===== config.mk =====
export PLATFORM = sky130hd
export DESIGN_NAME = imem_stream_loader_flat
export DESIGN_NICKNAME = d
export VERILOG_FILES = /design/src/rtl/imem_stream_loader_if.sv /design/src/rtl/imem_stream_loader.sv /design/src/flat_wrapper.sv
export SDC_FILE = /design/constraint.sdc
export NUM_CORES = 1
export LEC_CHECK = 0
export BUFFER_PORTS_ARGS = -buffer_cell sky130_fd_sc_hd__buf_2
export CAP_MARGIN = 25
export CORE_ASPECT_RATIO = 0.9
export CORE_MARGIN = 2
export CORE_UTILIZATION = 35
export CTS_CLUSTER_DIAMETER = 50
export CTS_CLUSTER_SIZE = 30
export DETAILED_ROUTE_END_ITERATION = 6
export SYNTH_ARGS = -nofsm -noshare
export SYNTH_HDL_FRONTEND = slang
export SYNTH_SLANG_ARGS = --single-unit

===== constraint.sdc =====
create_clock -name clk -period 1.9 [get_ports clk]
set_input_delay 0.38 -clock clk [delete_from_list [all_inputs] [get_ports clk]]
set_output_delay 0.38 -clock clk [all_outputs]
set_load 0.05 [all_outputs]

===== src/rtl/imem_stream_loader_if.sv =====
// Byte-stream input and instruction-memory write port of the program loader.
// master = loader side, slave = host link / memory side.
interface imem_stream_loader_if #(
  parameter int unsigned ADDR_WIDTH = 10
);
  logic [7:0]            rx_data;
  logic                  rx_valid;
  logic                  rx_ready;
  logic                  imem_we;
  logic [ADDR_WIDTH-1:0] imem_waddr;
  logic [31:0]           imem_wdata;

  modport master (
    input  rx_data, rx_valid,
    output rx_ready, imem_we, imem_waddr, imem_wdata
  );

  modport slave (
    output rx_data, rx_valid,
    input  rx_ready, imem_we, imem_waddr, imem_wdata
  );
endinterface


===== src/rtl/imem_stream_loader.sv =====
// Program loader: length-prefixed little-endian byte stream -> instruction memory words.
// Optional trailing XOR checksum byte enabled by defining LOADER_CHECKSUM_EN.
module imem_stream_loader #(
  parameter int unsigned ADDR_WIDTH = 10
) (
  input  logic                        clk,
  input  logic                        rst,
  input  logic                        start,
  imem_stream_loader_if.master        bus,
  output logic                        cpu_hold,
  output logic                        busy,
  output logic                        done,
  output logic                        error,
  output logic [15:0]                 word_count
);

  localparam int unsigned MAX_WORDS = 32'd1 << ADDR_WIDTH;

  typedef enum logic [2:0] {
    S_IDLE,
    S_LEN_LO,
    S_LEN_HI,
    S_DATA,
    S_WRITE,
`ifdef LOADER_CHECKSUM_EN
    S_CSUM,
`endif
    S_DONE,
    S_ERROR
  } state_e;

  state_e                state_q, state_d;
  logic [15:0]           len_q, len_d;
  logic [1:0]            idx_q, idx_d;
  logic [23:0]           wbuf_q, wbuf_d;
  logic [ADDR_WIDTH-1:0] waddr_q, waddr_d;
  logic [31:0]           wdata_q, wdata_d;
  logic [15:0]           wcount_q, wcount_d;
`ifdef LOADER_CHECKSUM_EN
  logic [7:0]            csum_q, csum_d;
`endif
  logic [15:0]           n_len;

  always_ff @(posedge clk) begin
    if (rst) begin
      state_q  <= S_IDLE;
      len_q    <= '0;
      idx_q    <= '0;
      wbuf_q   <= '0;
      waddr_q  <= '0;
      wdata_q  <= '0;
      wcount_q <= '0;
`ifdef LOADER_CHECKSUM_EN
      csum_q   <= '0;
`endif
    end else begin
      state_q  <= state_d;
      len_q    <= len_d;
      idx_q    <= idx_d;
      wbuf_q   <= wbuf_d;
      waddr_q  <= waddr_d;
      wdata_q  <= wdata_d;
      wcount_q <= wcount_d;
`ifdef LOADER_CHECKSUM_EN
      csum_q   <= csum_d;
`endif
    end
  end

  always_comb begin
    state_d      = state_q;
    len_d        = len_q;
    idx_d        = idx_q;
    wbuf_d       = wbuf_q;
    waddr_d      = waddr_q;
    wdata_d      = wdata_q;
    wcount_d     = wcount_q;
`ifdef LOADER_CHECKSUM_EN
    csum_d       = csum_q;
`endif
    bus.rx_ready = 1'b0;
    n_len        = {bus.rx_data, len_q[7:0]};

    case (state_q)
      S_IDLE, S_DONE, S_ERROR: begin
        if (start) begin
          state_d  = S_LEN_LO;
          idx_d    = '0;
          waddr_d  = '0;
          wcount_d = '0;
`ifdef LOADER_CHECKSUM_EN
          csum_d   = '0;
`endif
        end
      end
      S_LEN_LO: begin
        bus.rx_ready = 1'b1;
        if (bus.rx_valid) begin
          len_d   = {8'h00, bus.rx_data};
          state_d = S_LEN_HI;
        end
      end
      S_LEN_HI: begin
        bus.rx_ready = 1'b1;
        if (bus.rx_valid) begin
          len_d = n_len;
          // Oversized images are rejected here, before any memory write.
          if (n_len == 16'd0)                  state_d = S_DONE;
          else if ({16'd0, n_len} > MAX_WORDS) state_d = S_ERROR;
          else                                 state_d = S_DATA;
        end
      end
      S_DATA: begin
        bus.rx_ready = 1'b1;
        if (bus.rx_valid) begin
          idx_d  = idx_q + 2'd1;
`ifdef LOADER_CHECKSUM_EN
          csum_d = csum_q ^ bus.rx_data;
`endif
          case (idx_q)
            2'd0:    wbuf_d[7:0]   = bus.rx_data;
            2'd1:    wbuf_d[15:8]  = bus.rx_data;
            2'd2:    wbuf_d[23:16] = bus.rx_data;
            default: begin
              wdata_d = {bus.rx_data, wbuf_q};
              waddr_d = ADDR_WIDTH'(wcount_q);
              state_d = S_WRITE;
            end
          endcase
        end
      end
      S_WRITE: begin
        wcount_d = wcount_q + 16'd1;
        if ((wcount_q + 16'd1) != len_q) state_d = S_DATA;
`ifdef LOADER_CHECKSUM_EN
        else                              state_d = S_CSUM;
`else
        else                              state_d = S_DONE;
`endif
      end
`ifdef LOADER_CHECKSUM_EN
      S_CSUM: begin
        bus.rx_ready = 1'b1;
        if (bus.rx_valid) state_d = (bus.rx_data == csum_q) ? S_DONE : S_ERROR;
      end
`endif
      default: state_d = S_IDLE;
    endcase
  end

  assign bus.imem_we    = (state_q == S_WRITE);
  assign bus.imem_waddr = waddr_q;
  assign bus.imem_wdata = wdata_q;
  assign word_count     = wcount_q;
  assign done           = (state_q == S_DONE);
  assign error          = (state_q == S_ERROR);
`ifdef LOADER_CHECKSUM_EN
  assign busy = (state_q == S_LEN_LO) || (state_q == S_LEN_HI) || (state_q == S_DATA) ||
                (state_q == S_WRITE)  || (state_q == S_CSUM);
`else
  assign busy = (state_q == S_LEN_LO) || (state_q == S_LEN_HI) || (state_q == S_DATA) ||
                (state_q == S_WRITE);
`endif
  // A rejected image keeps the core parked in reset.
  assign cpu_hold = busy || (state_q == S_ERROR);

endmodule


===== src/flat_wrapper.sv =====
// flat-port wrapper written by rule: the top's interface ports become plain ports
module imem_stream_loader_flat 
#(
  parameter int unsigned ADDR_WIDTH = 10
)
  (clk, rst, start, cpu_hold, busy, done, error, word_count, bus_rx_data, bus_rx_valid, bus_rx_ready, bus_imem_we, bus_imem_waddr, bus_imem_wdata);
  imem_stream_loader_if #(.ADDR_WIDTH(ADDR_WIDTH)) bus_i ();
  input  logic clk;
  input  logic rst;
  input  logic start;
  output logic cpu_hold;
  output logic busy;
  output logic done;
  output logic error;
  output logic [15:0] word_count;
  input wire logic [$bits(bus_i.rx_data)-1:0] bus_rx_data;
  input wire logic [$bits(bus_i.rx_valid)-1:0] bus_rx_valid;
  output wire logic [$bits(bus_i.rx_ready)-1:0] bus_rx_ready;
  output wire logic [$bits(bus_i.imem_we)-1:0] bus_imem_we;
  output wire logic [$bits(bus_i.imem_waddr)-1:0] bus_imem_waddr;
  output wire logic [$bits(bus_i.imem_wdata)-1:0] bus_imem_wdata;
  assign bus_i.rx_data = bus_rx_data;
  assign bus_i.rx_valid = bus_rx_valid;
  assign bus_rx_ready = bus_i.rx_ready;
  assign bus_imem_we = bus_i.imem_we;
  assign bus_imem_waddr = bus_i.imem_waddr;
  assign bus_imem_wdata = bus_i.imem_wdata;
  imem_stream_loader #(.ADDR_WIDTH(ADDR_WIDTH)) u_core (.clk(clk), .rst(rst), .start(start), .bus(bus_i), .cpu_hold(cpu_hold), .busy(busy), .done(done), .error(error), .word_count(word_count));
endmodule

[Word level (Yosys, flattened, before mapping)]
Cells that the tools add are included.
Cells by class
  reduce and logical (&&, ||, !) cells: 23
  order comparisons: 1
  equal/unequal tests: 14
  add/sub/neg operators: 2
  mux-type cells: 22
  bitwise operators: 2
Operator list (number)
  $pmux W16 S2: 2
  $mux W16: 3
  $mux W10: 3
  $mux W3: 8
  $reduce_and A3 Y1: 7
  $pmux W10 S2: 1
  $add A16 B1 Y16 const B: 1
  $gt A16 B11 Y1 const B: 1
  $logic_not A16 Y1: 1
  $ne A16 B16 Y1: 1
  $pmux W3 S5: 1
  $ne A2 B2 Y1 const B: 5
  $eq A3 B3 Y1 const B: 3
  $reduce_or A3 Y1: 3
  $eq A3 B2 Y1 const B: 2
  $reduce_bool A2 Y1: 3
  $reduce_and A5 Y1: 1
  $logic_or A1 B1 Y1: 4
  $mux W2: 2
  $pmux W2 S2: 1
  $reduce_and A4 Y1: 1
  $eq A3 B1 Y1 const B: 1
  $logic_not A3 Y1: 1
  $add A2 B1 Y2 const B: 1
  6 further kinds: 7
Storage, ports and cells
  logic and storage cells: 74
  flip-flop bits (word level): 103
  bits of input ports: 12
  output and inout bits: 64

[Longest topological paths before layout]
  depth in word-level cells: 5
  gate-level depth with buffers: 8
  mapped depth without buffers: 7

[Least setup slack after synthesis]
No wires, ideal clock.
  path type: reg-to-reg
  start point: register u_core.wcount_q[1] (netlist: u_core.word_count[1])
  end point: register u_core.state_q[1]
  cell stages (with the launch flop): 8
  buffers on the path: 0
  data arrival time: 2375 ps
  path slack: -595 ps
  clock period less this slack: 2495 ps
  library setup time: 120 ps
  required time: 1780 ps
  path through: dfxtp_1 > ha_1 > nand3_2 > or4_4 > o21ai_1 > a211o_1 > nand4_1 > a211o_1
On the way
  longest elaborated chain between the ends: 4
Ends and longest elaborated chain
  from (decl): RTL line imem_stream_loader.sv:38  | logic [15:0] wcount_q, wcount_d;
  from (signal assigned): RTL line imem_stream_loader.sv:63  | wcount_q <= wcount_d;
  $add A16 B1 Y16: RTL line imem_stream_loader.sv:134  | if ((wcount_q + 16'd1) != len_q) state_d = S_DATA;
  $ne A16 B16 Y1: RTL line imem_stream_loader.sv:134
  $mux W3: RTL line imem_stream_loader.sv:134
  $pmux W3 S5: RTL line imem_stream_loader.sv:84  | case (state_q)
  to (signal assigned): RTL line imem_stream_loader.sv:57  | state_q <= state_d;
  to (decl): RTL line imem_stream_loader.sv:32  | state_e state_q, state_d;
Every way passes these cells.
A chain may end at the register's enable or synchronous reset.

[Worst setup path after layout]
Ends and elaborated chain as after synthesis.

==> metrics.txt <==
Peak VDD IR=514.6 uV; Final nets=717; Max-slew headroom=0.6430; Max Clock Skew=~0.0097 ns; H-tree levels=3; Async SR Flop Fraction=0; YS warnings=0; Setup crit end kind=register; Most used DFF post-synth=dfxtp_1; First-pass DRT Iterations=5; initial core utilization=0.3564; Leakage=2.347 nW; GP Congestion=0.8573; RR Startpoint=u_core.word_count[1]; R2R Setup Slk=-0.11 ns; Post-Syn Area per Cell=approximately 7.8 sq um; CP top delay family=compound AO/OA/AOI/OAI gates; GR Util All Layers=0.1794; Fmax=496.4 MHz; max incr delay on CP=0.38 ns; Pwr per Cell Area=972.4 nW/um^2; antenna violations before repair=0; fillers=1358; # diodes=0; max_cap viols=0; Worst Hold Class=input pin to register; Final Instance Count excl. Fillers=about 870; Worst path slowest cell=o32a_1; worst-margin pin slew=0.5220 ns; violated checks=negative setup slack; syn_nets=625; sum of buffers and inverters on the critical path=0; Final period util=1.060; mapped cell area=4745 sq um; critical path type=register to register; clk slew on worst S/H paths=0.07 ns; final hold vios=0; critical-path maximum fanout=6; Hold Startpoint=bus_rx_data[5]; Pins Over Slew Limit=0; hold_ws=0.3976 ns; Worst-Skew Late Latency=0.34 ns; RSZ-0062 raised after global routing=yes; hold depth=3; Total Die Area=14500 sq um; Routed Antenna Nets=0; TritonCTS clock tree=built; Syn-to-layout area delta=25.92%; CP required=2.13 ns; final setup violating endpoints=2; final setup margin=-0.1144 ns; synthesized flop and latch total=just over 100; ratio of cells with drive above 1 in the final layout=0.2567; Hold Crit Endpoint=u_core.bus.imem_wdata[29]; vias per cell=5.259; Post-Route WL=between 10000 and 15000 microns; die width=126.7 microns; die height=roughly 110 microns; Clock Tree Root=clkbuf_16; Placement Setup Slack=-0.1395 ns; pin count of the biggest net entering global routing=49; DP Wirelength=9494 microns; Max Root-Sink Buffers=2; min Tclk post-route=2.014 ns; sequential share of the synthesized area=0.4346; vias in the first global route=4170; CTS hold repair buffers=0; Ports=76; Inst Count DP=856; clock sinks=103; number of CTS-inserted buffers=9; wire length per cell=15.09 microns; Worst R2R Path Depth=7; status=complete, but fails checks; R2R Path End=u_core.state_q[1]; critical path arrival=between 2 and 2.5 ns; Core ar.=13310 sq um; CP Cell Sequence=ha_4, nand2b_4, a21oi_1, o32a_1, a2111oi_4, nand4_1, a211o_1; grt ovf=0; Post-synth EDFFs=0; synthesized netlist cell count=608; vias=roughly 4600; Synth cell types=57; Startpoint Class=register; drt initial violations=roughly 350; row count=40; first-pass GRT wire length=between 20000 and 25000 microns; PortBufs=75; DRC violation count after routing=0
kinds of logic after synthesis:
| kind of cell | count (synthesis) | synth area share |
|---|---|---|
| AND/OR/NAND/NOR | 268 | 0.2700 |
| AO/OA/AOI/OAI | 153 | 0.1843 |
| flip-flops | 103 | 0.4346 |
| buffers and inverters | 53 | 0.04879 |
| XOR/XNOR | 23 | 0.04246 |
| adder cells (fa/ha/maj) | 6 | 0.01530 |
| multiplexers | 2 | 0.004483 |
registers in the layout, indices dropped and copies added, names as in the netlist:
register,count
u_core.bus.imem_wdata,32
u_core.wbuf_q,24
u_core.len_q,16
u_core.word_count,16
u_core.bus.imem_waddr,10
u_core.state_q,3
u_core.idx_q,2
placed cells by master, fill, tap and decap left out, types with 3 or more instances in the layout:
cell type	instances
nor2_1	33
xnor2_1	11
and3_1	5
nand2b_1	10
dfxtp_2	6
nand2_1	131
nand3_1	48
a31oi_1	3
dfxtp_4	10
inv_1	9
clkbuf_16	9
ha_1	4
nand4_1	5
a21oi_1	108
nor4_1	3
a22oi_1	3
buf_4	47
o31ai_1	3
a211oi_1	7
or3_1	5
nor3_1	3
buf_2	73
dfxtp_1	87
nand3_4	3
xor2_1	10
o21ai_0	13
routing by layer:
layer  global-route usage  part of all wire
met5                    0                 0
met4              0.05714             0.014
met3              0.02991             0.045
met2               0.2800              0.46
met1               0.2548              0.48
report_power, final:
group	internal, W	switching (W)	total, W
Combinational	0.000607	0.000955	0.00156
Sequential	0.00222	0.0000898	0.00231
Clock	0.00105	0.000885	0.00194
worst register-to-register path: cells and delay by family (launching register included):
| family | cells | cell delay (ns) |
|---|---|---|
| compound gates | 4 | 1.06 |
| fa+ha+maj | 1 | 0.18 |
| flops | 1 | 0.36 |
| simple gates | 2 | 0.30 |
worst max path at each step:
stage                                    start                 to  slack [ns]  depth (start not counted)
after floorplan           u_core.word_count[1]  u_core.state_q[1]       -0.18                          7
after global placement    u_core.word_count[1]  u_core.state_q[1]       -0.11                          7
after detailed placement  u_core.word_count[1]  u_core.state_q[1]       -0.14                          7
after global routing      u_core.word_count[1]  u_core.state_q[1]       -0.21                          7
after CTS                 u_core.word_count[0]  u_core.state_q[1]       -0.14                          7
final                     u_core.word_count[1]  u_core.state_q[1]       -0.11                          7
Yosys cell counts (all sizes together) (3+ instances only):
cell type / number / area, sq um
nand2: 132 / 495.5
a21oi: 108 / 540.5
dfxtp: 103 / 2062
nand3: 51 / 285.3
nor2: 36 / 137.6
clkbuf: 31 / 117.6
o21ai: 14 / 70.06
xnor2: 13 / 113.9
buf: 12 / 76.32
nand2b: 12 / 75.07
inv: 10 / 37.54
xor2: 10 / 87.58
a211oi: 8 / 60.06
nand4: 7 / 65.06
and3: 6 / 42.54
or3: 6 / 37.54
ha: 5 / 62.56
nor3: 4 / 25.02
nor4: 4 / 40.04
a22oi: 3 / 22.52
a31oi: 3 / 18.77
o31ai: 3 / 22.52
through the flow:
step | util | power (W) | TNS [ns] | instance area [sq um]
6_report | 0.4488 | 0.005810 | -0.1635 | 5974
5_1_grt | 0.4488 | 0.006079 | -0.3718 | 5974
4_1_cts | 0.4451 | 0.005763 | -0.2142 | 5926
3_5_place_dp | 0.4197 | 0.003785 | -0.1846 | 5588
3_3_place_gp | 0.4197 | 0.003780 | -0.1224 | 5588
2_1_floorplan | - | 0.003299 | -0.2443 | 4812
final cells by class:
| class | instances | area (sq um) | share of cell area |
|---|---|---|---|
| Clock inverter | 7 | 83.83 | 0.01403 |
| Tap cell | 168 | 210.2 | 0.03518 |
| Multi-Input combinational cell | 452 | 2526 | 0.4228 |
| Inverter | 10 | 37.54 | 0.006283 |
| Sequential cell | 103 | 2107 | 0.3527 |
| Timing Repair Buffer | 124 | 784.5 | 0.1313 |
| Clock buffer | 9 | 225.2 | 0.03770 |
timing repair:
action                                  CTS  global route
gates resized for setup                   9            11
pin swaps                                 6             5
endpoints found under the setup margin    5             6
setup buffers                             0             1
endpoints found under the hold margin     0             0
(Power assumes the default switching activity.)
